`config.mk`:
```
export PLATFORM = sky130hd
export DESIGN_NAME = pipe_stage_skid
export DESIGN_NICKNAME = d
export VERILOG_FILES = /design/src/rtl/pipe_pkg.sv /design/src/rtl/pipe_stage_skid.sv
export SDC_FILE = /design/constraint.sdc
export NUM_CORES = 1
export LEC_CHECK = 0
export ABC_AREA = 1
export CORE_UTILIZATION = 45
export CTS_CLUSTER_DIAMETER = 60
export DETAILED_ROUTE_END_ITERATION = 10
export HOLD_SLACK_MARGIN = 0.1
export MAX_ROUTING_LAYER = met4
export PLACE_DENSITY_LB_ADDON = 0.12
export SETUP_SLACK_MARGIN = 0.4
export SLEW_MARGIN = 20
export SYNTH_ARGS = -nofsm -noshare
export SYNTH_HDL_FRONTEND = slang
export SYNTH_SLANG_ARGS = --single-unit
```
`constraint.sdc`:
```
create_clock -name clk -period 1.2 [get_ports clk]
set_clock_uncertainty 0.05 [all_clocks]
set_input_delay 0.24 -clock clk [delete_from_list [all_inputs] [get_ports clk]]
set_output_delay 0.24 -clock clk [all_outputs]
set_load 0.02 [all_outputs]
```
`src/rtl/pipe_pkg.sv`:
```
// Shared definitions for the elastic pipeline-stage registers.
package pipe_pkg;

    // Occupancy of a skid stage: nothing, main only, or main plus skid.
    typedef enum logic [1:0] {
        PS_EMPTY = 2'd0,
        PS_ONE   = 2'd1,
        PS_FULL  = 2'd2
    } pipe_state_e;

    localparam int PIPE_STALL_CNT_W_DEF = 16;

endpackage : pipe_pkg

```
`src/rtl/pipe_stage_skid.sv`:
```
// Elastic pipeline-stage register with a 2-entry skid buffer.
// in_ready is a flop output, so a downstream stall never forms a
// combinational path back through the stage.
// Optional: define PIPE_STAGE_STATS_EN to add the saturating stall_cnt port.
module pipe_stage_skid
    import pipe_pkg::*;
#(
    parameter int DATA_W = 32,
    parameter int CNT_W  = PIPE_STALL_CNT_W_DEF
) (
    input  logic              clk,
    input  logic              rst_n,
    input  logic              flush,
    input  logic              in_valid,
    output logic              in_ready,
    input  logic [DATA_W-1:0] in_data,
    output logic              out_valid,
    input  logic              out_ready,
    output logic [DATA_W-1:0] out_data
`ifdef PIPE_STAGE_STATS_EN
    ,
    output logic [CNT_W-1:0]  stall_cnt
`endif
);

    pipe_state_e       state_reg, state_next;
    logic [DATA_W-1:0] main_reg, main_next;
    logic [DATA_W-1:0] skid_reg, skid_next;
    logic              in_ready_reg;
    logic              acc;
    logic              fire;

    assign in_ready  = in_ready_reg;
    assign out_valid = (state_reg != PS_EMPTY);
    assign out_data  = main_reg;
    assign acc       = in_valid & in_ready_reg;
    assign fire      = out_valid & out_ready;

    // Next-state and data-path selection; flush overrides everything.
    always_comb begin
        state_next = state_reg;
        main_next  = main_reg;
        skid_next  = skid_reg;
        if (flush) begin
            state_next = PS_EMPTY;
            main_next  = '0;
            skid_next  = '0;
        end else begin
            case (state_reg)
                PS_EMPTY: begin
                    if (acc) begin
                        state_next = PS_ONE;
                        main_next  = in_data;
                    end
                end
                PS_ONE: begin
                    if (acc && fire) begin
                        main_next = in_data;
                    end else if (acc) begin
                        // Downstream stalled while a new beat arrived: park it.
                        state_next = PS_FULL;
                        skid_next  = in_data;
                    end else if (fire) begin
                        // Main data is left as-is; it is invisible with out_valid low.
                        state_next = PS_EMPTY;
                    end
                end
                PS_FULL: begin
                    // No accept is possible here because in_ready is low.
                    if (fire) begin
                        state_next = PS_ONE;
                        main_next  = skid_reg;
                    end
                end
                default: begin
                    state_next = PS_EMPTY;
                end
            endcase
        end
    end

    // State, payload and ready registers; in_ready looks only at the next state.
    always_ff @(posedge clk or negedge rst_n) begin
        if (!rst_n) begin
            state_reg    <= PS_EMPTY;
            main_reg     <= '0;
            skid_reg     <= '0;
            in_ready_reg <= 1'b1;
        end else begin
            state_reg    <= state_next;
            main_reg     <= main_next;
            skid_reg     <= skid_next;
            in_ready_reg <= (state_next != PS_FULL);
        end
    end

`ifdef PIPE_STAGE_STATS_EN
    logic [CNT_W-1:0] stall_cnt_reg;

    assign stall_cnt = stall_cnt_reg;

    // Saturating count of cycles where a live entry is held back; only reset clears it.
    always_ff @(posedge clk or negedge rst_n) begin
        if (!rst_n) begin
            stall_cnt_reg <= '0;
        end else if (out_valid && !out_ready && (stall_cnt_reg != {CNT_W{1'b1}})) begin
            stall_cnt_reg <= stall_cnt_reg + CNT_W'(1);
        end
    end
`else
    // Counter width only matters when the statistics port is built.
    if (CNT_W < 1) begin : g_no_stats
    end
`endif

endmodule : pipe_stage_skid

```
==> impl_metrics.toml <==
[global_routing]
grt_start_max_net_pins = 68
met1_usage_pct = 36.0
antenna_found_initial = 0
grtUsageMet2_pct = 41.0
grtUsageTotal_pct = 26.6
grt_overflow = 0
grt_pass1_wl_mm = 14.8
grt.busiest_layer = "met2"
grt_pass1_vias = 2974
grt_use_met3_pct = 6.06

[pwr]
power_density_mw_per_mm2 = 1170
power.share.sequential_pct = 41.5
switching_share_pct = 27.0
p_sw_uw = 1620
comb_power_share_pct = 22.8
leakagePower_uw = 0.00267
irDropWorstVdd_mv = 0.789
p_int_uw = 4380
clockPowerShare_pct = 35.7

[setup_path]
required_ps = 1430
endpoint_kind = "flip-flop"
crit_fanout = 7
r2r_slack_ps = -220
cp.arrival_ps = 1650
worst_setup_path_start_kind = "flip-flop"
r2r_cells = 9
crit_type = "reg -> reg"

[synthesis]
avgSynthCellArea_um2 = 7.67
synth_area_mm2 = 0.00317
syn-num-nets = 450
synth.top_cells.by_area = "dfrtp_1 52%, nand2_1 28%, nand4_1 6.3%"
ys_ff_latch = 67
synth_top_area_cell = "dfrtp_1"
syn-instance-count = 413
synthArstFlopShare_pct = 100
synth.most_common_cell = "nand2_1"
ys_seq_area_share_pct = 52.9
dominantRegCellSynth = "dfrtp_1"
ys_types = 19
synth_common_cells = "233 x nand2_1, 66 x dfrtp_1, 32 x nand4_1"
synth_edf_count = 0
yosys_warnings = 0
yosysTopAreaCellShare_pct = 52.1

[timing]
fmaxAchievable_mhz = 702
rsz0062_at_grt = "yes"
finalSetupViolations = 69
tightestPinTransition_ps = 510
min_period_ps = 1420
timing.final.ws_setup_ps = -224
drv_slew = 0
whs_ps = -148
relSlewSlack_pct = 66.0
fin_crit_sh_pct = 119
tns_ps = -11470
final-hold-violation-count = 66

[cts]
clkTransAtPathRegs_ps = 70
cts.sinks = 67
clk_latency_ps = 330
clockRootBuffer = "clkbuf_8"
htree_levels = 3
clk_path_buf_depth = 2
cts_buffers = 9
cts_tree = "done"

[floorplanning]
die_h_um = 85.9
ios = 71
fp.dieW_um = 85.9
coreArea_mm2 = 0.00679
start_util_pct = 46.6
die_area_mm2 = 0.00738
row_count = 30

[placement]
place_area_mm2 = 0.00439
dp_hpwl_mm = 5.41
place.gp.congestion = 0.814
io_buffers = 70

[drt]
vias_per_cell = 5.19
first_pass_iters = 5
ant_nets = 0
post_drt_wl_per_cell_um = 14.8
wl_mm = 9.55
drt_iter0_markers = 193
via_count = 3340
drc_errors = 0

[run_status]
status = "finished, violations left"
violations = "hold timing, setup timing"

[finish]
nets = 580
antennaDiodeCount = 0
drive_gt1_share_pct = 33.2
areaGrowthSynthToFinish_pct = 62.1
stdcell_area_mm2 = 0.00514

[run]
drv_cap = 0

[hold_path]
hp-class = "in -> async"
## what timing repair did
action,in CTS,in global routing
endpoints found under the hold margin,66,66
setup endpoints to repair,101,101
resized for setup,218,36
cloned,2,3
setup buffers,11,13
pin swaps,4,33
## area by class of cell
cell class | instances | area (um2)
sequential | 67 | 1680
clock buffer | 12 | 155
multi-input combinational | 311 | 1520
inverter | 7 | 28.8
tap | 96 | 120
fill | 488 | 1660
clock inverter | 4 | 72.6
timing repair buffer | 147 | 1560
## kinds of logic after synthesis
family | Yosys count | share of synthesized area [%]
AO/OA/AOI/OAI | 34 | 5.53
buffers and inverters | 35 | 5.33
AND/OR/NAND/NOR | 277 | 36.2
flip-flops | 67 | 52.9
## power by group through the flow
stage | Clock [uW] | Sequential, uW | Combinational [uW]
final | 2140 | 2490 | 1370
after global routing | 2280 | 2500 | 1470
after CTS | 2160 | 2490 | 1280
after detailed placement | 0 | 2510 | 1180
after global placement | 0 | 2510 | 1170
after floorplan | 0 | 2630 | 395
## layer usage
layer	routed length [um]	vias to the layer above	part of all wire [%]
met3	700	14	7.3
li1	-	1584	-
met5	0	-	0
met2	4670	147	49
met4	154	0	1.6
met1	4020	1595	42
## worst max-delay path, stage by stage, from the launching register on
cell     delay (ps)
dfrtp_1         370
inv_2            70
buf_6           120
nor2_4          140
buf_12          140
buf_12          120
nand2_2          50
a21oi_2         150
nand2_1          80
nand2_1          70
## layout by cell type, fill, tap and decap left out
master and instances:
bufinv_16 2, nand2_1 213, nor3_4 1, a21oi_1 9
buf_8 1, nor2_4 2, nor2_2 1, buf_12 12
inv_1 2, clkinv_2 1, buf_2 2, buf_6 37
buf_4 56, clkbuf_8 11, a211oi_1 1, a21oi_2 22
nor2_1 5, bufbuf_16 1, clkinvlp_4 1, o211ai_1 1
nand2_2 16, buf_16 1, inv_2 4, o21ai_1 1
nand4_1 32, inv_4 1, nand2_4 4, dfrtp_1 66
clkbuf_1 1, nand3_4 3, dfstp_2 1, clkbuf_16 2
clkdlybuf4s50_1 35
## final timing paths
kind | startpoint | end
max in group asynchronous | rst_n | in_ready$_DFF_PN1_
min in group clk | in_data[27] | skid_reg[27]$_DFFE_PN0P_
worst max-delay path | state_reg[1]$_DFF_PN0_ | out_data[8]$_DFFE_PN0P_
worst min-delay path | rst_n | out_data[17]$_DFFE_PN0P_
worst max register to register | state_reg[1]$_DFF_PN0_ | out_data[8]$_DFFE_PN0P_
worst min register to register | skid_reg[11]$_DFFE_PN0P_ | skid_reg[11]$_DFFE_PN0P_
## per-stage QoR
| stage | utilization (%) | power [uW] | worst slack [ps] | instances |
|---|---|---|---|---|
| after floorplan | - | 3030 | -133 | 413 |
| after global placement | 64.6 | 3680 | -396 | 599 |
| after detailed placement | 64.6 | 3690 | -430 | 599 |
| after CTS | 71.3 | 5930 | -190 | 628 |
| after global routing | 75.6 | 6250 | -297 | 644 |
| final | 75.6 | 6000 | -224 | 644 |
(Power assumes the default switching activity.)
